[config.mk]
export PLATFORM = sky130hd
export DESIGN_NAME = victim_way_select
export DESIGN_NICKNAME = d
export VERILOG_FILES = /design/src/rtl/victim_way_select_pkg.sv /design/src/rtl/victim_way_select_gray_counter.sv /design/src/rtl/victim_way_select.sv
export SDC_FILE = /design/constraint.sdc
export NUM_CORES = 1
export LEC_CHECK = 0
export BUFFER_PORTS_ARGS = -buffer_cell sky130_fd_sc_hd__buf_2
export CAP_MARGIN = 20
export CORE_MARGIN = 2
export CORE_UTILIZATION = 26
export DETAILED_ROUTE_END_ITERATION = 8
export PLACE_DENSITY = 0.53
export REMOVE_ABC_BUFFERS = 1
export SLEW_MARGIN = 20
export SYNTH_ARGS = -nofsm -noshare
export SYNTH_HDL_FRONTEND = slang
export SYNTH_HIERARCHICAL = 1
export SYNTH_SLANG_ARGS = --single-unit
[constraint.sdc]
create_clock -name clk -period 1.7 [get_ports clk]
set_clock_uncertainty 0.2 [all_clocks]
set_input_delay 0.17 -clock clk [delete_from_list [all_inputs] [get_ports clk]]
set_output_delay 0.17 -clock clk [all_outputs]
set_load 0.1 [all_outputs]
[src/rtl/victim_way_select_pkg.sv]
// rtl/victim_way_select_pkg.sv - shared cache constants and victim FSM encoding
package victim_way_select_pkg;

  // Associativity shared by the tag array, controller and victim picker
  localparam int WAYS     = 4;
  localparam int WAY_BITS = 2;

  // Victim selection FSM encoding
  typedef enum logic [1:0] {
    ST_IDLE   = 2'd0,
    ST_SELECT = 2'd1,
    ST_HOLD   = 2'd2
  } victim_state_t;

endpackage

[src/rtl/victim_way_select_gray_counter.sv]
// rtl/victim_way_select_gray_counter.sv - enable-gated gray-code counter
module gray_counter #(
  parameter int WIDTH = 3
) (
  input  logic             clk,
  input  logic             not_reset,
  input  logic             en,
  output logic [WIDTH-1:0] value
);

  logic [WIDTH-1:0] bin_q;

  // Binary count advances only when enabled; gray value is derived from it
  always_ff @(posedge clk or negedge not_reset) begin
    if (!not_reset) begin
      bin_q <= '0;
    end else if (en) begin
      bin_q <= bin_q + WIDTH'(1);
    end
  end

  assign value = bin_q ^ (bin_q >> 1);

endmodule

[src/rtl/victim_way_select.sv]
// rtl/victim_way_select.sv - replacement way picker for set-associative misses
module victim_way_select
  import victim_way_select_pkg::*;
#(
  parameter int WAYS      = victim_way_select_pkg::WAYS,
  parameter int WAY_BITS  = victim_way_select_pkg::WAY_BITS,
  parameter int CNT_WIDTH = 3
) (
  input  logic                clk,
  input  logic                not_reset,
  input  logic                req,
  input  logic [WAYS-1:0]     valid_bits,
  input  logic [WAYS-1:0]     dirty_bits,
  input  logic                fill_done,
  output logic                busy,
  output logic                victim_ready,
  output logic [WAY_BITS-1:0] victim_way,
  output logic                victim_dirty
);

  victim_state_t       state_q;
  victim_state_t       state_d;
  logic [WAYS-1:0]     valid_q;
  logic [WAYS-1:0]     dirty_q;
  logic [CNT_WIDTH-1:0] gray_val;
  logic                cnt_en;
  logic [WAY_BITS-1:0] sel_way;
  logic                sel_dirty;
  logic                unused_gray_high;

  // Lowest-index way whose valid flag is clear (0 when the set is full)
  function automatic logic [WAY_BITS-1:0] lowest_invalid(input logic [WAYS-1:0] v);
    logic [WAY_BITS-1:0] idx;
    idx = '0;
    for (int i = WAYS - 1; i >= 0; i--) begin
      if (!v[i]) idx = i[WAY_BITS-1:0];
    end
    return idx;
  endfunction

  gray_counter #(
    .WIDTH(CNT_WIDTH)
  ) u_gray_counter (
    .clk      (clk),
    .not_reset(not_reset),
    .en       (cnt_en),
    .value    (gray_val)
  );

  // Only the low bits of the counter index a way; the rest just lengthen the period
  assign unused_gray_high = ^gray_val;

  // Next-state and victim choice; the counter is consumed only on a full set
  always_comb begin
    state_d   = state_q;
    cnt_en    = 1'b0;
    sel_way   = lowest_invalid(valid_q);
    sel_dirty = 1'b0;
    case (state_q)
      ST_IDLE: begin
        if (req) state_d = ST_SELECT;
      end
      ST_SELECT: begin
        state_d = ST_HOLD;
        if (&valid_q) begin
          sel_way   = gray_val[WAY_BITS-1:0];
          sel_dirty = dirty_q[sel_way];
          cnt_en    = 1'b1;
        end
      end
      ST_HOLD: begin
        if (fill_done) state_d = ST_IDLE;
      end
      default: state_d = ST_IDLE;
    endcase
  end

  // State, captured set flags and the registered victim decision
  always_ff @(posedge clk or negedge not_reset) begin
    if (!not_reset) begin
      state_q      <= ST_IDLE;
      valid_q      <= '0;
      dirty_q      <= '0;
      victim_way   <= '0;
      victim_dirty <= 1'b0;
    end else begin
      state_q <= state_d;
      if (state_q == ST_IDLE && req) begin
        valid_q <= valid_bits;
        dirty_q <= dirty_bits;
      end
      if (state_q == ST_SELECT) begin
        victim_way   <= sel_way;
        victim_dirty <= sel_dirty;
      end
    end
  end

  assign busy         = (state_q != ST_IDLE);
  assign victim_ready = (state_q == ST_HOLD);

endmodule

# Word-level counts from Yosys, hierarchy flattened
# Cells that the tools add are included.
# word_totals
wordCells	31
mem_count	0
reg_bits	16
latchBits	0
inputBits	12
ramBits	0
mem_bits_ro	0
output_inout_bits	5
# op_classes
n_reduce_logical	5
n_div	0
mul	0
eq_ne	4
bitwise	1
shifts	0
addsub	1
mux	13
order_cmp	1
# op_table
cell	count
2-to-1 mux 2 bit	7
case mux 2 bit (3 select lines)	1
2-to-1 mux 1 bit	4
!= test 2 bit (second input constant)	2
AND reduction 4 bit	1
adder 3 x 1 -> 3 bit (second input constant)	1
less-than comparator 2 x 3 -> 1 bit (second input constant)	1
binary-select mux 1 bit (select 2 bit)	1
== test 2 x 1 -> 1 bit (second input constant)	1
== test 2 bit (second input constant)	1
logical NOT 2 bit	1
AND reduction 2 bit	1
nonzero test 2 bit	1
XOR 2 bit	1
logical AND 1 bit	1

# Depth between registers and ports, before layout
# logic_depth
depth_word	5
ltp_mapped	4
mapped_depth_nobuf	4

# By module
# Netlist, hierarchy kept.
# modules_own_cells
mod	cells_each	area_per_inst_um2	seq_area_each_um2	instances
victim_way_select	41	574.3	325.3	1
gray_counter	10	140.1	75.1	1

# Worst setup path after synthesis
# No wires, ideal clock.
# synth_timing
path_kind	reg2reg
from	register u_gray_counter.bin_q[1]
to	register victim_dirty
slack_ps	0
required_ps	1378
t_arrival_ps	1378
period_less_slack_ps	1700
n_path_buf	0
setup_ps	122
stages_incl_launch_ff	4
path_cell_list	dfrtp_1 > ha_1 > mux4_2 > a22o_1
# synth_via
elab_chain_cells	4
# synth_rtl
element	line_no	source
from (decl)	victim_way_select_gray_counter.sv:11	logic [WIDTH-1:0] bin_q;
from (signal assigned)	victim_way_select_gray_counter.sv:18	bin_q <= bin_q + WIDTH'(1);
XOR 2 bit	victim_way_select_gray_counter.sv:22	assign value = bin_q ^ (bin_q >> 1);
named net gray_val[0]	victim_way_select.sv:25	logic [CNT_WIDTH-1:0] gray_val;
binary-select mux 1 bit (select 2 bit)	victim_way_select.sv:67	sel_dirty = dirty_q[sel_way];
2-to-1 mux 1 bit (not written as such)	victim_way_select.sv:67	
2-to-1 mux 1 bit	victim_way_select.sv:65	if (&valid_q) begin
to (signal assigned)	victim_way_select.sv:94	victim_dirty <= sel_dirty;
to (decl)	victim_way_select.sv:18	output logic victim_dirty
# The timed path passes the listed nets, and every way through them passes these cells. The select of a mux whose other input is x is not followed.
# A chain may end at the register's enable or synchronous reset.

# Final worst setup path
# Same ends and word-level chain as after synthesis.

==> out/qor.txt <==
maximum root-to-sink buffer count -> 2
Crit path largest cell delay -> 0.49 ns
gpl congestion -> 0.689
Routed WL -> 1.25 mm
gr usage total -> 0.0894
Pre-antenna DRT Iters -> 4
period utilization -> 0.997
TritonCTS buffer count -> 3
share of layout cells above drive strength 1 -> 0.471
Antenna diodes -> 0
highest-delay cell along the critical path -> mux4_2
Layout area overhead -> 44.2%
Initial Util -> 0.280
vias -> 482
Chip Height -> 56.1 um
nets@finish -> 100
port bufs -> 16
H-Tree Level Count -> 1
VDD IR max -> 0.843 mV
Final Hold Fails -> 0
RSZ-0062 raised after global routing -> true
average cell area after synthesis -> 14.1 um2
relative slew slack -> 0.674
yosys warns -> 6
grt ovf -> 0
MaxCap Viol Count -> 0
Vias/cell -> 4.19
crit start category -> flop
grt met3 use -> 0.0140
Final Util -> 0.404
Post-DRT Antenna Nets -> 0
Achievable Freq -> 590 MHz
Sink Count -> 16
Setup violations, final -> 0
drt wl/cell -> 10.9 um
die width -> 56.1 um
max-slew violation count -> 0
CTS tree -> done
min cycle time layout -> 1.70 ns
Crit Path Category -> flop to flop
first-pass GRT wire length -> 2.17 mm
nature of the critical path endpoint -> flop
initial antenna violation count -> 0
grt met2 use -> 0.124
Critical Path RT -> 1.68 ns
vias in the first global route -> 487
clk_lat worst skew -> 0.28 ns
Worst Path Arrival -> 1.67 ns
Core Area -> 2520 um2
drt drc -> 0
Iter 0 DRT Violations -> 4
setup TNS -> 0 ns
Slew @ Worst Pin -> 0.493 ns
Static Leak -> 0.000500 uW
Post-Layout Cell Count -> 115
most common cell after layout, fill and taps aside -> dfrtp_1
Power, Total -> 1930 uW
pwr dens -> 1890 nW/um2
Post-Synthesis Cell Area -> 707 um2
die footprint -> 3150 um2
Gate Count Post-Synth -> 50
I/O pin cnt -> 17
Max FO, Critical Path -> 2
Crit path max-delay family -> multiplexers
HPWL after detailed placement -> 895 um
Inst Count DP -> 100
clk root buf -> clkbuf_4
Rows -> 18
commonest non-fill, non-tap cells in the layout -> dfrtp_1, buf_2, dlygate4sd3_1
GRT busiest layer -> met1
clock transition at the registers of the reported paths -> 0.09 ns
DP Area -> 870 um2
met1 global-route usage -> 0.125
CP Cell Sequence -> ha_4 -> mux4_2 -> a22o_1
post-route cell area -> 1020 um2
largest net degree at the start of global routing -> 17
outcome -> completed
buffers and inverters on the worst path -> 0
Min-Delay Path Class -> input pin to flop
[per-layer routing]
| layer | up-vias | part of all wire |
|---|---|---|
| li1 | 243 | - |
| met1 | 228 | 0.50 |
| met4 | 0 | 0.0096 |
| met2 | 9 | 0.47 |
| met5 | - | 0 |
| met3 | 2 | 0.022 |
[final cells by class]
| cell class | instances | area, um2 |
|---|---|---|
| Timing Repair Buffer | 32 | 240 |
| Fill cell | 254 | 1500 |
| Clock buffer | 3 | 22.5 |
| Multi-Input combinational cell | 31 | 308 |
| Tap cell | 30 | 37.5 |
| Inverter | 3 | 11.3 |
| Sequential cell | 16 | 400 |
[through the flow]
step,setup slack (ns),hold WS (ns)
CTS,0.0132,0.0224
global route,-0.0262,0.0174
finish,0.00443,0.0318
detailed placement,-0.0355,-0.0919
floorplan,-0.000264,-0.326
global placement,0.0122,-0.0963
[state kept, by name, summed over array words and instances, names as in the netlist]
name                  cells
dirty_q                   4
valid_q                   4
u_gray_counter/bin_q      3
state_q                   2
victim_way                2
victim_dirty              1
[worst min-delay path, delay by kind of cell]
| family | cells | cell delay, ns |
|---|---|---|
| buf+inv | 2 | 0.22 |
| simple gates | 1 | 0.08 |
[worst paths after layout]
check / endpoint / start / slack [ns] / cells past startpoint
worst min register to register: victim_way[0] / victim_way[0] / 0.28 / 2
min in group asynchronous: dirty_q[3] / not_reset / 0.12 / 2
max in group asynchronous: state_q[0] / not_reset / 0.91 / 2
worst max register to register: victim_dirty / u_gray_counter/bin_q[1] / 0.004 / 3
worst max-delay path: victim_dirty / u_gray_counter/bin_q[1] / 0.004 / 3
worst min-delay path: state_q[0] / req / 0.03 / 3
[repair_timing]
action                                 in CTS  in global routing
resized for setup                           1                  0
pin swaps                                   2                  1
endpoints found under the hold margin      25                  0
hold buffers                               10                  0
buffers inserted                            1                  1
setup endpoints to repair                   1                  1
[power by group]
group	leakage (uW)	internal (uW)	switching [uW]	total [uW]
Clock	0.0000138	82.2	113	195
Sequential	0.000199	543	108	651
Combinational	0.000287	454	627	1080
Total	0.000500	1080	847	1930
(Power assumes the default switching activity.)
